### config.mk
export PLATFORM = sky130hd
export DESIGN_NAME = exc_commit_unit
export DESIGN_NICKNAME = d
export VERILOG_FILES = /design/src/rtl/exc_pkg.sv /design/src/rtl/exc_commit_unit_int_sync.sv /design/src/rtl/exc_commit_unit.sv
export SDC_FILE = /design/constraint.sdc
export NUM_CORES = 1
export LEC_CHECK = 0
export BUFFER_PORTS_ARGS = -buffer_cell sky130_fd_sc_hd__clkbuf_2
export CORE_MARGIN = 8
export CORE_UTILIZATION = 40
export CTS_BUF_LIST = sky130_fd_sc_hd__clkbuf_16
export DETAILED_ROUTE_END_ITERATION = 6
export GPL_TIMING_DRIVEN = 0
export PLACE_DENSITY = 0.79
export SYNTH_ARGS = -nofsm -noshare
export SYNTH_HDL_FRONTEND = slang
export SYNTH_SLANG_ARGS = --single-unit
### constraint.sdc
create_clock -name clk -period 5.8 [get_ports clk]
set_input_delay 0.58 -clock clk [delete_from_list [all_inputs] [get_ports clk]]
set_output_delay 0.58 -clock clk [all_outputs]
set_load 0.02 [all_outputs]
### src/rtl/exc_pkg.sv
// Shared constants for the exception commit unit: ExcCodes, default source
// ordering, the exception vector and CP0 Status/Cause bit positions.
package exc_pkg;

    localparam logic [4:0] EXC_INT  = 5'd0;
    localparam logic [4:0] EXC_ADEL = 5'd4;
    localparam logic [4:0] EXC_ADES = 5'd5;
    localparam logic [4:0] EXC_SYS  = 5'd8;
    localparam logic [4:0] EXC_BP   = 5'd9;
    localparam logic [4:0] EXC_RI   = 5'd10;
    localparam logic [4:0] EXC_OV   = 5'd12;
    localparam logic [4:0] EXC_TR   = 5'd13;

    localparam int DEF_NUM_SRC = 8;

    // Source i occupies bits [i*5 +: 5]; index 0 (fetch AdEL) is listed last here.
    localparam logic [DEF_NUM_SRC*5-1:0] EXC_CODES_DEF = {
        EXC_ADES, EXC_ADEL, EXC_TR, EXC_BP, EXC_SYS, EXC_OV, EXC_RI, EXC_ADEL
    };

    localparam logic [31:0] EXC_VECTOR_DEF = 32'hBFC0_0380;

    localparam int ST_IE       = 0;
    localparam int ST_EXL      = 1;
    localparam int ST_IM_LO    = 8;
    localparam int ST_IM_HI    = 15;
    localparam int CA_IP_SW_LO = 8;
    localparam int CA_IP_SW_HI = 9;

endpackage

### src/rtl/exc_commit_unit_int_sync.sv
// Multi-stage synchroniser for the external interrupt lines, cleared
// asynchronously so no stale request survives reset.
module int_sync #(
    parameter int STAGES = 2,
    parameter int WIDTH  = 6
) (
    input  logic             clk,
    input  logic             rst_n,
    input  logic [WIDTH-1:0] async_i,
    output logic [WIDTH-1:0] sync_o
);

    logic [STAGES-1:0][WIDTH-1:0] sync_q, sync_d;

    always_comb begin
        sync_d[0] = async_i;
        for (int s = 1; s < STAGES; s++) begin
            sync_d[s] = sync_q[s-1];
        end
    end

    always_ff @(posedge clk or negedge rst_n) begin
        if (!rst_n) sync_q <= '0;
        else        sync_q <= sync_d;
    end

    assign sync_o = sync_q[STAGES-1];

endmodule

### src/rtl/exc_commit_unit.sv
// MEM/WB exception arbiter: picks interrupt / synchronous exception / ERET
// and emits registered one-cycle flush, redirect and CP0 write pulses.
module exc_commit_unit
    import exc_pkg::*;
#(
    parameter int                    NUM_SRC        = 8,
    parameter int                    HW_INT         = 6,
    parameter int                    SYNC_STAGES    = 2,
    parameter logic [NUM_SRC*5-1:0]  EXC_CODES      = EXC_CODES_DEF,
    parameter logic [NUM_SRC-1:0]    PC_BADV_MASK   = 8'b0000_0001,
    parameter logic [NUM_SRC-1:0]    DATA_BADV_MASK = 8'b1100_0000,
    parameter logic [31:0]           EXC_VECTOR     = EXC_VECTOR_DEF
) (
    input  logic               clk,
    input  logic               resetn,
    input  logic               stall_i,
    input  logic               inst_valid_i,
    input  logic [31:0]        pc_i,
    input  logic               in_delay_slot_i,
    input  logic [NUM_SRC-1:0] exc_src_i,
    input  logic               eret_i,
    input  logic [31:0]        bad_addr_i,
    input  logic [HW_INT-1:0]  hw_int_i,
    input  logic [31:0]        status_i,
    input  logic [31:0]        cause_i,
    input  logic [31:0]        epc_i,
    output logic               flush_o,
    output logic [31:0]        new_pc_o,
    output logic               exc_we_o,
    output logic [4:0]         exccode_o,
    output logic [31:0]        epc_o,
    output logic               bd_o,
    output logic               badv_we_o,
    output logic [31:0]        badvaddr_o,
    output logic               eret_o,
    output logic [HW_INT-1:0]  hw_ip_o
);

    logic [HW_INT-1:0] hw_ip;

    int_sync #(.STAGES(SYNC_STAGES), .WIDTH(HW_INT)) u_int_sync (
        .clk    (clk),
        .rst_n  (resetn),
        .async_i(hw_int_i),
        .sync_o (hw_ip)
    );

    logic        flush_q, flush_d;
    logic [31:0] new_pc_q, new_pc_d;
    logic        exc_we_q, exc_we_d;
    logic [4:0]  exccode_q, exccode_d;
    logic [31:0] epc_q, epc_d;
    logic        bd_q, bd_d;
    logic        badv_we_q, badv_we_d;
    logic [31:0] badvaddr_q, badvaddr_d;
    logic        eret_q, eret_d;
    logic        block_q, block_d;

    logic [7:0]  ip_vec;
    logic        int_pend, accept, take_exc, take_eret;
    logic        src_hit, src_badv_pc, src_badv_data;
    logic [4:0]  src_code;

    always_comb begin
        ip_vec   = 8'({hw_ip, cause_i[CA_IP_SW_HI:CA_IP_SW_LO]});
        int_pend = (|(ip_vec & status_i[ST_IM_HI:ST_IM_LO])) && status_i[ST_IE]
                   && !status_i[ST_EXL] && !block_q;

        // Descending scan so the lowest-index request is the one left standing.
        src_hit       = 1'b0;
        src_code      = '0;
        src_badv_pc   = 1'b0;
        src_badv_data = 1'b0;
        for (int i = NUM_SRC - 1; i >= 0; i--) begin
            if (exc_src_i[i]) begin
                src_hit       = 1'b1;
                src_code      = EXC_CODES[i*5 +: 5];
                src_badv_pc   = PC_BADV_MASK[i];
                src_badv_data = DATA_BADV_MASK[i];
            end
        end

        // The cycle after a flush carries a squashed instruction; never commit it.
        accept    = inst_valid_i && !stall_i && !flush_q;
        take_exc  = accept && (int_pend || src_hit);
        take_eret = accept && !int_pend && !src_hit && eret_i;

        flush_d    = 1'b0;
        exc_we_d   = 1'b0;
        badv_we_d  = 1'b0;
        eret_d     = 1'b0;
        new_pc_d   = new_pc_q;
        exccode_d  = exccode_q;
        epc_d      = epc_q;
        bd_d       = bd_q;
        badvaddr_d = badvaddr_q;
        block_d    = status_i[ST_EXL] ? 1'b0 : block_q;

        if (take_exc) begin
            flush_d   = 1'b1;
            exc_we_d  = 1'b1;
            new_pc_d  = EXC_VECTOR;
            exccode_d = int_pend ? EXC_INT : src_code;
            bd_d      = in_delay_slot_i;
            epc_d     = in_delay_slot_i ? pc_i - 32'd4 : pc_i;
            if (!int_pend && (src_badv_pc || src_badv_data)) begin
                badv_we_d  = 1'b1;
                badvaddr_d = src_badv_pc ? pc_i : bad_addr_i;
            end
            block_d   = 1'b1;
        end else if (take_eret) begin
            flush_d  = 1'b1;
            eret_d   = 1'b1;
            new_pc_d = epc_i;
            block_d  = 1'b0;
        end
    end

    always_ff @(posedge clk or negedge resetn) begin
        if (!resetn) begin
            flush_q    <= 1'b0;
            new_pc_q   <= '0;
            exc_we_q   <= 1'b0;
            exccode_q  <= '0;
            epc_q      <= '0;
            bd_q       <= 1'b0;
            badv_we_q  <= 1'b0;
            badvaddr_q <= '0;
            eret_q     <= 1'b0;
            block_q    <= 1'b0;
        end else begin
            flush_q    <= flush_d;
            new_pc_q   <= new_pc_d;
            exc_we_q   <= exc_we_d;
            exccode_q  <= exccode_d;
            epc_q      <= epc_d;
            bd_q       <= bd_d;
            badv_we_q  <= badv_we_d;
            badvaddr_q <= badvaddr_d;
            eret_q     <= eret_d;
            block_q    <= block_d;
        end
    end

    assign flush_o    = flush_q;
    assign new_pc_o   = new_pc_q;
    assign exc_we_o   = exc_we_q;
    assign exccode_o  = exccode_q;
    assign epc_o      = epc_q;
    assign bd_o       = bd_q;
    assign badv_we_o  = badv_we_q;
    assign badvaddr_o = badvaddr_q;
    assign eret_o     = eret_q;
    assign hw_ip_o    = hw_ip;

endmodule

; ---- Word level (Yosys, flattened, before mapping)
; Cells that the tools add are included.
[word_totals]
out_inout_bits = 112
reg_bits = 119
elab_cells = 73
inputBits = 180
[classes]
muxes = 37
bitwise = 1
addsub = 1
n_reduce_logical = 22
[op_table]
columns = op, count
row1 = two-way mux 32 bit, 4
row2 = two-way mux 5 bit, 8
row3 = "subtractor 32 x 3 -> 32 bit, second input constant", 1
row4 = two-way mux 1 bit, 24
row5 = logical AND 1 bit, 10
row6 = AND 8 bit, 1
row7 = OR reduction 8 bit, 1
row8 = zero test 1 bit, 6
row9 = two-way mux 3 bit, 1
row10 = nonzero test 3 bit, 1
row11 = logical OR 1 bit, 2
row12 = AND reduction 2 bit, 1
row13 = nonzero test 2 bit, 1

; ---- Logic depth before layout (Yosys ltp)
[logic_depth]
ltp_word = 13
mapped_depth = 8

; ---- By module
; A second synthesis with hierarchy kept.
[hier_totals]
cells_unflattened = 419
area_unflattened_um2 = 5281.3
[modules_own_cells]
columns = mod, seq_area_each_um2, instances, cells_per_inst, area_per_inst_um2
row1 = exc_commit_unit, 2652.5, 1, 407, 4981.0
row2 = int_sync, 300.3, 1, 12, 300.3

; ---- Worst setup path after synthesis
; OpenSTA, ideal clock, no wires.
[synth_timing]
path_kind = input-to-reg
startpoint = in in_delay_slot_i
endpoint = reg epc_q[11] (netlist: epc_o[11])
arrival_time_ns = 2.497
path_stages = 7
path_buffers = 2
setup_ns = 0.125
path_slack_ns = 3.178
cell_sequence = buf_4 > or4b_4 > or4_1 > buf_2 > or4_4 > xnor2_1 > mux2_2
[synth_via]
elab_chain_cells = 1
[synth_rtl]
columns = element, line
row1 = start: declaration, exc_commit_unit.sv:19  ; input logic in_delay_slot_i,
row2 = two-way mux 32 bit, exc_commit_unit.sv:105  ; epc_d = in_delay_slot_i ? pc_i - 32'd4 : pc_i;
row3 = end signal: assignment, exc_commit_unit.sv:136  ; epc_q <= epc_d;
row4 = end: declaration, exc_commit_unit.sv:52  ; logic [31:0] epc_q, epc_d;
; Every way passes these cells.
; A chain may end at the register's enable or synchronous reset.

; ---- Worst setup path in the final report
[layout_timing]
startpoint = in exc_src_i[0]
endpoint = reg badvaddr_q[26] (netlist: badvaddr_o[26])
[layout_via]
elab_chain_cells = 4
word_cells_on_any_way = 9
classes_between = 4 x mux / 5 x reduce/logical
[layout_rtl]
columns = element, line
row1 = start: declaration, exc_commit_unit.sv:20  ; input logic [NUM_SRC-1:0] exc_src_i,
row2 = two-way mux 1 bit, exc_commit_unit.sv:75  ; if (exc_src_i[i]) begin
row3 = logical OR 1 bit (on tied branches), "exc_commit_unit.sv:85, exc_commit_unit.sv:106"
row4 = logical AND 1 bit (on tied branches), "exc_commit_unit.sv:85, exc_commit_unit.sv:106"
row5 = AND reduction 2 bit (no line), -
row6 = end signal: assignment, exc_commit_unit.sv:139  ; badvaddr_q <= badvaddr_d;
row7 = end: declaration, exc_commit_unit.sv:55  ; logic [31:0] badvaddr_q, badvaddr_d;
; Several ways; a longest one is shown, not always the timed one.

==> impl_metrics.toml <==
[clock_tree]
postCtsSetupRepairBufs = 0
clkLatencyLatePin_ns = 0.40
postCtsHoldBufs = 0
clkTransAtPathRegs_ns = 0.05
clock_sinks = 118
cts_tree = "built"
clock-root-buffer = "clkbuf_16"
post_cts_resized = 0
cts_buffers = 17
h-tree-depth = 4
clockBufferDepth = 2

[routing]
drt-total-wl_um = 16750
first_iter_violations = 187
drc_errors = 0
via_per_inst = 5.091
vias = 4607
wl_per_cell_um = 18.50
antenna_left = 0
dr.pass1.iters = 4

[worst_setup_path]
crit_buf_inv = 4
critPathTopFamily = "buffers and inverters"
worstSetupEndpointType = "flop"
worst-setup-path-type = "in -> reg"
critPathLaunch = "exc_src_i[0]"
worstPathCellList = "clkbuf_2 -> clkbuf_1 -> a31oi_1 -> a211oi_1 -> clkbuf_1 -> clkbuf_1 -> a21oi_1"
worst_ep_required_time_ns = 6.06
cp.arrival_ns = 3.10
critPathSlowestCell = "clkbuf_1"
crit_top_cell = "clkbuf_1"
path_max_fanout = 10
critPathLaunchType = "input pin"
max_stage_delay_ns = 0.64
r2r_start = "u_int_sync.sync_o[0]"

[yosys]
syn_nets = 646
synth_edf_count = 0
syn_inst = 465
synth_top_area_cell = "dfrtp_1"
yosys.cell_types.count = 46
synth_ff_type = "dfrtp_1"
ys_seq_elements = 118
yosysWarningCount = 0
synthTopCellsByArea = "dfrtp_1 (56%), mux2i_1 (6.8%), mux2_2 (6.6%)"
synth_top_area_frac = 0.5581
synth_area_per_cell_sq_um = 11.38
netlist_area_sq_um = 5291
ys_seq_area_frac = 0.5581
synth-async-reset-ratio = 1.000

[sta]
tightest_slew_ns = 0.9409
tns_ns = 0
fin_hold_ws_ns = 0.1437
grt_setup_unrepaired = "no"
skew_ns = 0.006974
hold_viol = 0
finalCritPeriodShare = 0.4899
setup_viol_count_final = 0
final.min_clock_period_ns = 2.841
slew_viol_final = 0
max_slew_margin = 0.3670
clock.fmax_mhz = 351.9

[final_layout]
final_nets = 901
area_growth_pct = 36.04
diodes = 0
drive_gt1_frac = 0.4239

[floorplanning]
rows = 42
ioPinCount = 292
dieHeight_um = 131.0
coreArea_sq_um = 13090
start_util = 0.4044
die_area_sq_um = 17160
die_w_um = 131.0

[global_route]
grtUsageTotal = 0.1972
grt_max_degree = 63
grt.overflow.total = 0
grt_pass1_wl_um = 25390
grt_pass1_vias = 4907
antenna_found_initial = 0

[outcome]
outcome = "complete, no violations"

[hold_path]
hold_path.class = "in -> async"

[placed_design]
place_congestion = 0.8010
port_buffers = 235
post-dp-hpwl_um = 13220

[power_and_ir_drop]
p_leak_nw = 3.586
max-vdd-ir-drop_uv = 197.8
power.density_nw_per_um2 = 334.5

[flow_run]
drv_cap = 0
-- routing by layer --
layer | up-vias | global-route usage | wire length (um)
met5 | - | 0 | 0
met4 | 0 | 0.06685 | 248
met3 | 18 | 0.08523 | 2048
met2 | 219 | 0.3338 | 7988
met1 | 2197 | 0.2173 | 6461
li1 | 2173 | - | -
-- synth_stat cells, drive strengths merged, types with 7 or more instances --
library cell / number
xnor2: 10
nor3: 8
xor2: 18
a21oi: 33
nand3: 14
mux2i: 36
clkbuf: 16
buf: 11
nand2: 33
dfrtp: 118
inv: 7
nor4: 16
mux2: 32
nor2: 47
a22o: 19
-- cell usage in the layout (no fill, tap or decap), types with 2 or more instances in the layout --
| master | instances |
|---|---|
| clkbuf_2 | 234 |
| dfrtp_1 | 118 |
| nor2_1 | 47 |
| mux2i_1 | 36 |
| nand2_1 | 33 |
| a21oi_1 | 33 |
| mux2_2 | 31 |
| a22o_1 | 19 |
| xor2_1 | 18 |
| clkbuf_16 | 17 |
| clkbuf_1 | 16 |
| nor4_1 | 16 |
| nand3_1 | 14 |
| xnor2_1 | 10 |
| inv_1 | 8 |
| nor3_1 | 8 |
| buf_2 | 6 |
| clkinv_2 | 6 |
| nand4_1 | 5 |
| a22oi_1 | 4 |
| or4_1 | 4 |
| or3_1 | 4 |
| and2_1 | 3 |
| buf_1 | 3 |
| clkinv_1 | 3 |
| a31oi_1 | 2 |
| buf_4 | 2 |
| nor4b_1 | 2 |
| o31ai_1 | 2 |
| o21ai_0 | 2 |
| nand2b_1 | 2 |
-- registers in the layout, indices dropped and copies added, names as in the netlist --
signal             count
badvaddr_o            32
epc_o                 32
new_pc_o              32
u_int_sync.sync_d      6
u_int_sync.sync_o      6
exccode_o              4
badv_we_o              1
bd_o                   1
block_q                1
eret_o                 1
exc_we_o               1
flush_o                1
-- final cells by class --
cell class | count | area, sq um
fill | 1161 | 5887
sequential | 118 | 2953
multi-input combinational | 313 | 2196
timing repair buffer | 236 | 1212
clock buffer | 17 | 425.4
tap | 176 | 220.2
buffer | 27 | 116.4
clock inverter | 11 | 48.80
inverter | 7 | 26.28
-- cell families after synthesis --
kind of cell	synth area share
XOR/XNOR	0.04635
buffers and inverters	0.02696
adder cells (fa/ha/maj)	0.002364
other	0.0007087
AO/OA/AOI/OAI	0.09222
AND/OR/NAND/NOR	0.1372
multiplexers	0.1362
flip-flops	0.5581
-- through the flow --
step / cell area [sq um] / utilization / std cells / total power, W / setup slack (ns)
after detailed placement: 6724 / 0.5139 / 877 / 0.001575 / 2.482
final: 7198 / 0.5501 / 905 / 0.002408 / 2.959
after CTS: 7198 / 0.5501 / 905 / 0.002439 / 2.916
after floorplan: 5291 / - / 465 / 0.001317 / 3.178
after global placement: 6688 / 0.5111 / 876 / 0.001556 / 2.378
after global routing: 7198 / 0.5501 / 905 / 0.002532 / 2.761
-- report_power, final --
group	switching (W)	internal, W
clock network	0.000331	0.000520
logic	0.000344	0.000204
registers	0.0000655	0.000943
-- path summary, 6_finish.rpt --
path	to	slack (ns)	cells past startpoint
setup / recovery	badvaddr_o[26]	2.96	7
hold / removal	new_pc_o[5]	0.14	1
setup reg to reg	new_pc_o[18]	3.15	7
hold reg to reg	u_int_sync.sync_o[2]	0.34	0
max in group asynchronous	badvaddr_o[27]	4.99	2
min in group clk	u_int_sync.sync_d[7]	0.28	1
-- worst register-to-register path: cells and delay by family (launching register included) --
kind	cells	cell delay, ns
AO/OA/AOI/OAI	3	1.23
buffers and inverters	2	0.55
AND/OR/NAND/NOR	2	0.43
flip-flops	1	0.37
No activity file was read; power rests on OpenSTA's default activity.
